$ cat src/rtl/mem_req_arbiter.sv
// Round-robin arbiter from NUM_CORES cores onto one memory port, with a
// registered request slot, per-core outstanding limits and response routing.
module mem_req_arbiter #(
    parameter int NUM_CORES       = 4,
    parameter int ADDR_W          = 32,
    parameter int DATA_W          = 64,
    parameter int TAG_W           = 6,
    parameter int MAX_OUTSTANDING = 64,
    localparam int SRC_W = (NUM_CORES > 1) ? $clog2(NUM_CORES) : 1,
    localparam int CNT_W = $clog2(MAX_OUTSTANDING + 1)
) (
    input  logic                        clk,
    input  logic                        reset,
    input  logic [NUM_CORES-1:0]        req_vld,
    input  logic [NUM_CORES-1:0]        req_we,
    input  logic [NUM_CORES*ADDR_W-1:0] req_addr,
    input  logic [NUM_CORES*DATA_W-1:0] req_data,
    input  logic [NUM_CORES*TAG_W-1:0]  req_tag,
    output logic [NUM_CORES-1:0]        req_rdy,
    output logic                        mem_req_vld,
    output logic                        mem_req_we,
    output logic [ADDR_W-1:0]           mem_req_addr,
    output logic [DATA_W-1:0]           mem_req_data,
    output logic [TAG_W-1:0]            mem_req_tag,
    output logic [SRC_W-1:0]            mem_req_src,
    input  logic                        mem_req_rdy,
    input  logic                        mem_rsp_vld,
    input  logic [SRC_W-1:0]            mem_rsp_src,
    input  logic [TAG_W-1:0]            mem_rsp_tag,
    input  logic [DATA_W-1:0]           mem_rsp_data,
    output logic [NUM_CORES-1:0]        rsp_vld,
    output logic [TAG_W-1:0]            rsp_tag,
    output logic [DATA_W-1:0]           rsp_data,
    output logic                        err_stray
);

    logic                 slot_free;
    logic                 found;
    logic                 accept;
    logic                 src_ok;
    logic                 rsp_ok;
    logic [SRC_W-1:0]     rr_ptr;
    logic [SRC_W-1:0]     gnt_idx;
    logic [SRC_W-1:0]     idx;
    logic [SRC_W-1:0]     rr_next;
    logic [NUM_CORES-1:0] elig;
    logic [NUM_CORES-1:0] inc_v;
    logic [NUM_CORES-1:0] dec_v;
    logic [CNT_W-1:0]     outstanding [NUM_CORES];

    assign slot_free = !mem_req_vld || mem_req_rdy;

    always_comb begin
        elig = '0;
        for (int i = 0; i < NUM_CORES; i++) begin
            elig[i] = req_vld[i] &&
                      (outstanding[i] < CNT_W'(MAX_OUTSTANDING));
        end
    end

    // Scan starts at rr_ptr; first eligible core wins.
    always_comb begin
        found   = 1'b0;
        gnt_idx = '0;
        idx     = '0;
        for (int k = 0; k < NUM_CORES; k++) begin
            idx = SRC_W'((int'(rr_ptr) + k) % NUM_CORES);
            if (!found && elig[idx]) begin
                found   = 1'b1;
                gnt_idx = idx;
            end
        end
    end

    assign accept  = found && slot_free && reset;
    assign rr_next = SRC_W'((int'(gnt_idx) + 1) % NUM_CORES);

    always_comb begin
        req_rdy = '0;
        if (accept) req_rdy[gnt_idx] = 1'b1;
    end

    generate
        if ((1 << SRC_W) > NUM_CORES) begin : g_src_chk
            assign src_ok = mem_rsp_src < SRC_W'(NUM_CORES);
        end else begin : g_src_all
            assign src_ok = 1'b1;
        end
    endgenerate

    assign rsp_ok = mem_rsp_vld && src_ok &&
                    (outstanding[mem_rsp_src] != '0);

    always_comb begin
        inc_v = '0;
        dec_v = '0;
        for (int i = 0; i < NUM_CORES; i++) begin
            inc_v[i] = accept && (gnt_idx == SRC_W'(i));
            dec_v[i] = rsp_ok && (mem_rsp_src == SRC_W'(i));
        end
    end

    always_ff @(posedge clk or negedge reset) begin
        if (!reset) begin
            mem_req_vld  <= 1'b0;
            mem_req_we   <= 1'b0;
            mem_req_addr <= '0;
            mem_req_data <= '0;
            mem_req_tag  <= '0;
            mem_req_src  <= '0;
            rr_ptr       <= '0;
        end else if (accept) begin
            mem_req_vld  <= 1'b1;
            mem_req_we   <= req_we[gnt_idx];
            mem_req_addr <= req_addr[gnt_idx*ADDR_W +: ADDR_W];
            mem_req_data <= req_data[gnt_idx*DATA_W +: DATA_W];
            mem_req_tag  <= req_tag[gnt_idx*TAG_W +: TAG_W];
            mem_req_src  <= gnt_idx;
            rr_ptr       <= rr_next;
        end else if (mem_req_rdy) begin
            mem_req_vld  <= 1'b0;
        end
    end

    always_ff @(posedge clk or negedge reset) begin
        if (!reset) begin
            for (int i = 0; i < NUM_CORES; i++) outstanding[i] <= '0;
        end else begin
            for (int i = 0; i < NUM_CORES; i++) begin
                if (inc_v[i] && !dec_v[i])
                    outstanding[i] <= outstanding[i] + CNT_W'(1);
                else if (dec_v[i] && !inc_v[i])
                    outstanding[i] <= outstanding[i] - CNT_W'(1);
            end
        end
    end

    // dec_v is already the one-hot delivery mask of a non-stray response.
    always_ff @(posedge clk or negedge reset) begin
        if (!reset) begin
            rsp_vld   <= '0;
            rsp_tag   <= '0;
            rsp_data  <= '0;
            err_stray <= 1'b0;
        end else begin
            rsp_vld <= dec_v;
            if (rsp_ok) begin
                rsp_tag  <= mem_rsp_tag;
                rsp_data <= mem_rsp_data;
            end
            if (mem_rsp_vld && !rsp_ok) err_stray <= 1'b1;
        end
    end

endmodule

$ cat config.mk
export PLATFORM = sky130hd
export DESIGN_NAME = mem_req_arbiter
export DESIGN_NICKNAME = d
export VERILOG_FILES = /design/src/rtl/mem_req_arbiter.sv
export SDC_FILE = /design/constraint.sdc
export NUM_CORES = 1
export LEC_CHECK = 0
export BUFFER_PORTS_ARGS = -buffer_cell sky130_fd_sc_hd__buf_2
export CAP_MARGIN = 0
export CORE_AREA = 2 2 260 262
export DETAILED_ROUTE_END_ITERATION = 10
export DIE_AREA = 0 0 262 264
export GPL_TIMING_DRIVEN = 0
export SLEW_MARGIN = 20
export SYNTH_ARGS = -nofsm -noshare
export SYNTH_HDL_FRONTEND = slang
export SYNTH_SLANG_ARGS = --single-unit
$ cat constraint.sdc
create_clock -name clk -period 3.84 [get_ports clk]
set_input_delay 0.384 -clock clk [delete_from_list [all_inputs] [get_ports clk]]
set_output_delay 0.384 -clock clk [all_outputs]
set_load 0.02 [all_outputs]
==> impl_metrics.env <==
export IMPL_hold_violations=0
export IMPL_layout_nets=2245
export IMPL_synth_cell_types=51
export IMPL_clkTransAtPathRegs_ps=60
export IMPL_die_width_um=262
export IMPL_cts_max_path_buffers=3
export IMPL_rows=95
export IMPL_finClkSkew_ps=10.1
export IMPL_crit_type="flop to flop"
export IMPL_crit_arrival_ps=4020
export IMPL_antenna_found_initial=13
export IMPL_drtIter0Drc=451
export IMPL_die_area_um2=69200
export IMPL_seqPwrFrac_pct=25.7
export IMPL_path_buf_inv=3
export IMPL_area_delta_synth_final_pct=47.0
export IMPL_netlist_area_um2=12200
export IMPL_drt_wl_total_um=51300
export IMPL_fin_crit_sh_pct=93.6
export IMPL_syn_num_nets=1527
export IMPL_io_pin_count=677
export IMPL_relSlewSlack_pct=45.7
export IMPL_yosysTopAreaCell="dfrtp_1"
export IMPL_timing_critical_path_max_delay_family="compound AO/OA/AOI/OAI gates"
export IMPL_grt_pass1_wl_um=71400
export IMPL_place_ws_ps=-1430
export IMPL_cts_tree="yes"
export IMPL_ys_seq_elements=211
export IMPL_antenna_left=0
export IMPL_cts_buffers=27
export IMPL_slew_viol_final=0
export IMPL_root_buffer="clkbuf_16"
export IMPL_place_hpwl_um=42100
export IMPL_synth_top_cell_area_share_pct=43.2
export IMPL_clock_power_share_pct=19.4
export IMPL_start_util_pct=18.4
export IMPL_cp_startpoint="outstanding[13]$_DFFE_PN0P_"
export IMPL_wire_per_inst_um=19.5
export IMPL_grt_max_degree=90
export IMPL_synth_edf_count=0
export IMPL_p_int_mw=7.98
export IMPL_slowest_stage="dfrtp_1"
export IMPL_viasPerCell=4.24
export IMPL_cap_violations=0
export IMPL_power_per_cell_area_nw_per_um2=790
export IMPL_mostFrequentLayoutCells="697 x buf_2, 211 x dfrtp_1, 207 x mux2i_1, 112 x nor2_1, 99 x a221oi_2"
export IMPL_tns_ps=0
export IMPL_gp_congestion=0.851
export IMPL_clock_latency_ps=560
export IMPL_drive_above_1_share_pct=55.7
export IMPL_postSynth_asyncResetShare_pct=100
export IMPL_p_comb_share_pct=54.9
export IMPL_crit_path_max_fanout=9
export IMPL_swShare_pct=43.7
export IMPL_rsz0062_at_grt="no"
export IMPL_worst_hold_path_type="input pin to flop"
export IMPL_leakage_nw=8.46
export IMPL_avgSynthCellArea_um2=12.1
export IMPL_power_switching_mw=6.21
export IMPL_vias=11135
export IMPL_dr_pass1_iters=4
export IMPL_grt_pass1_vias=11354
export IMPL_ys_warnings_count=0
export IMPL_endpoint="outstanding[6]$_DFFE_PN0P_"
export IMPL_endpoint_kind="flop"
export IMPL_synth_ff_type="dfrtp_1"
export IMPL_die_h_um=264
export IMPL_synth_cells=1007
export IMPL_grt_total_usage_pct=13.9
export IMPL_required_ps=4270
export IMPL_hold_slack_ps=56.0
export IMPL_ys_seq_area_share_pct=43.2
export IMPL_final_common_cell="buf_2"
export IMPL_fp_coreArea_um2=66600
export IMPL_synthTopCellsByArea="dfrtp_1 43%, mux2i_1 17%, a221oi_2 12%"
export IMPL_setup_viol=0
export IMPL_path_cells="nand2b_1 > o311ai_2 > o21a_1 > buf_6 > buf_16 > nand2_1 > nor2_1 > ha_2 > inv_1 > fa_1 > a21oi_1 > o21ai_1 > mux2i_1 > o2111ai_1 > xor2_1"
export IMPL_r2r_end="outstanding[6]$_DFFE_PN0P_"
export IMPL_fmax_mhz=278
export IMPL_critPathLaunchType="flop"
export IMPL_worstReg2RegStart="outstanding[13]$_DFFE_PN0P_"
export IMPL_cts_num_sinks=211
export IMPL_crit_cells=15
export IMPL_cts_max_level=1
export IMPL_peakVddDrop_uv=348
export IMPL_grt_remaining_overflow=0
export IMPL_critical_path_max_stage_delay_ps=430
export IMPL_worst_r2r_path_depth=15
export IMPL_route_detailed_drc=0
export IMPL_status="completed"
export IMPL_tightestPinTransition_ps=814
export IMPL_hp_start="mem_rsp_data[63]"
export IMPL_numPortBuffers=676
export IMPL_setup_ws_ps=244
export IMPL_min_period_ps=3600
export IMPL_r2r_slack_ps=240
## cell usage after synthesis, drive strengths merged (2+ instances only)
cell and n:
nor3b 9, and3 2, inv 9, nor2 112, a221oi 103, mux2i 207, o21ai 16, or4b 4
nand2 40, or2 2, a21o 10, a21oi 9, a211oi 5, nor4 11, mux2 74, nand3 5
and2 2, nor2b 11, dfrtp 211, xnor2 14, clkbuf 25, or4 3, buf 48, a31oi 2
nand2b 6, o2111ai 3, xor2 3, ha 24, nand4b 4, nor3 5, o31ai 3, nor4b 7
fa 4
## through the flow
stage / util (%) / cells / cell area, um2 / power, mW
final: 27.0 / 2626 / 18000 / 14.2
after global routing: 27.0 / 2623 / 18000 / 15.1
after CTS: 26.8 / 2612 / 17900 / 14.3
after detailed placement: 25.2 / 2559 / 16800 / 11.4
after global placement: 25.1 / 2556 / 16700 / 11.4
after floorplan: - / 1007 / 12200 / 8.88
## logic make-up after synthesis
kind of cell / after synthesis / synth area share [%]
multiplexers: 281 / 23.8
AND/OR/NAND/NOR: 227 / 8.95
flip-flops: 211 / 43.2
AO/OA/AOI/OAI: 161 / 15.8
buffers and inverters: 82 / 3.90
adder cells (fa/ha/maj): 28 / 3.11
XOR/XNOR: 17 / 1.22
## worst register-to-register path: stages, from the launching register on
cell and delay [ps]:
dfrtp_1 430, nand2b_1 220, o311ai_2 300, o21a_1 180, buf_6 230, buf_16 200, nand2_1 110, nor2_1 150
ha_2 240, inv_1 140, fa_1 430, a21oi_1 200, o21ai_1 160, mux2i_1 190, o2111ai_1 140, xor2_1 160
## power by group through the flow
stage / Clock (mW) / Combinational, mW / Sequential, mW
3_3_place_gp: 0 / 7.72 / 3.65
5_1_grt: 2.92 / 8.38 / 3.77
6_report: 2.75 / 7.79 / 3.65
3_5_place_dp: 0 / 7.75 / 3.67
2_1_floorplan: 0 / 4.43 / 4.45
4_1_cts: 2.84 / 7.81 / 3.65
## final cells by class
cell class | count | area, um2
repair buffers | 691 | 3610
multi-input cells | 714 | 6490
diodes | 7 | 17.5
clock inverters | 13 | 180
inverters | 9 | 33.8
fillers | 7054 | 48600
well taps | 873 | 1090
flip-flops and latches | 211 | 5280
clock buffers | 37 | 783
plain buffers | 71 | 468
## sequential cells by signal, indices dropped and copies added, names as in the netlist
name	cells
rsp_tag	6
err_stray	1
rr_ptr	2
outstanding	28
mem_req_vld	1
mem_req_addr	32
mem_req_tag	6
rsp_vld	4
mem_req_we	1
mem_req_data	64
mem_req_src	2
rsp_data	64
## worst min path at each step
| stage | slack [ps] | endpoint | cells past startpoint |
|---|---|---|---|
| 6_report | 60 | rsp_data[63]$_DFFE_PN0P_ | 2 |
| 2_1_floorplan | 90 | err_stray$_DFFE_PN0P_ | 0 |
| 5_1_grt | 30 | rsp_data[4]$_DFFE_PN0P_ | 2 |
| 3_3_place_gp | 460 | mem_req_src[0]$_DFFE_PN0P_ | 1 |
| 4_1_cts | 20 | rsp_data[42]$_DFFE_PN0P_ | 2 |
| 3_5_place_dp | 330 | rsp_data[7]$_DFFE_PN0P_ | 1 |
## timing repair
item | CTS | global route
endpoints found under the setup margin | 26 | 8
hold buffers | 5 | 0
setup buffers | 0 | 7
hold endpoints to repair | 44 | 0
resized for setup | 10 | 9
## metal layers
layer	up-vias	GRT usage (%)	wire length, um
li1	5260	-	-
met1	5350	16.5	20700
met2	446	24.1	24900
met3	77	3.01	3740
met4	2	5.60	1870
met5	-	0	19
(Power assumes the default switching activity.)
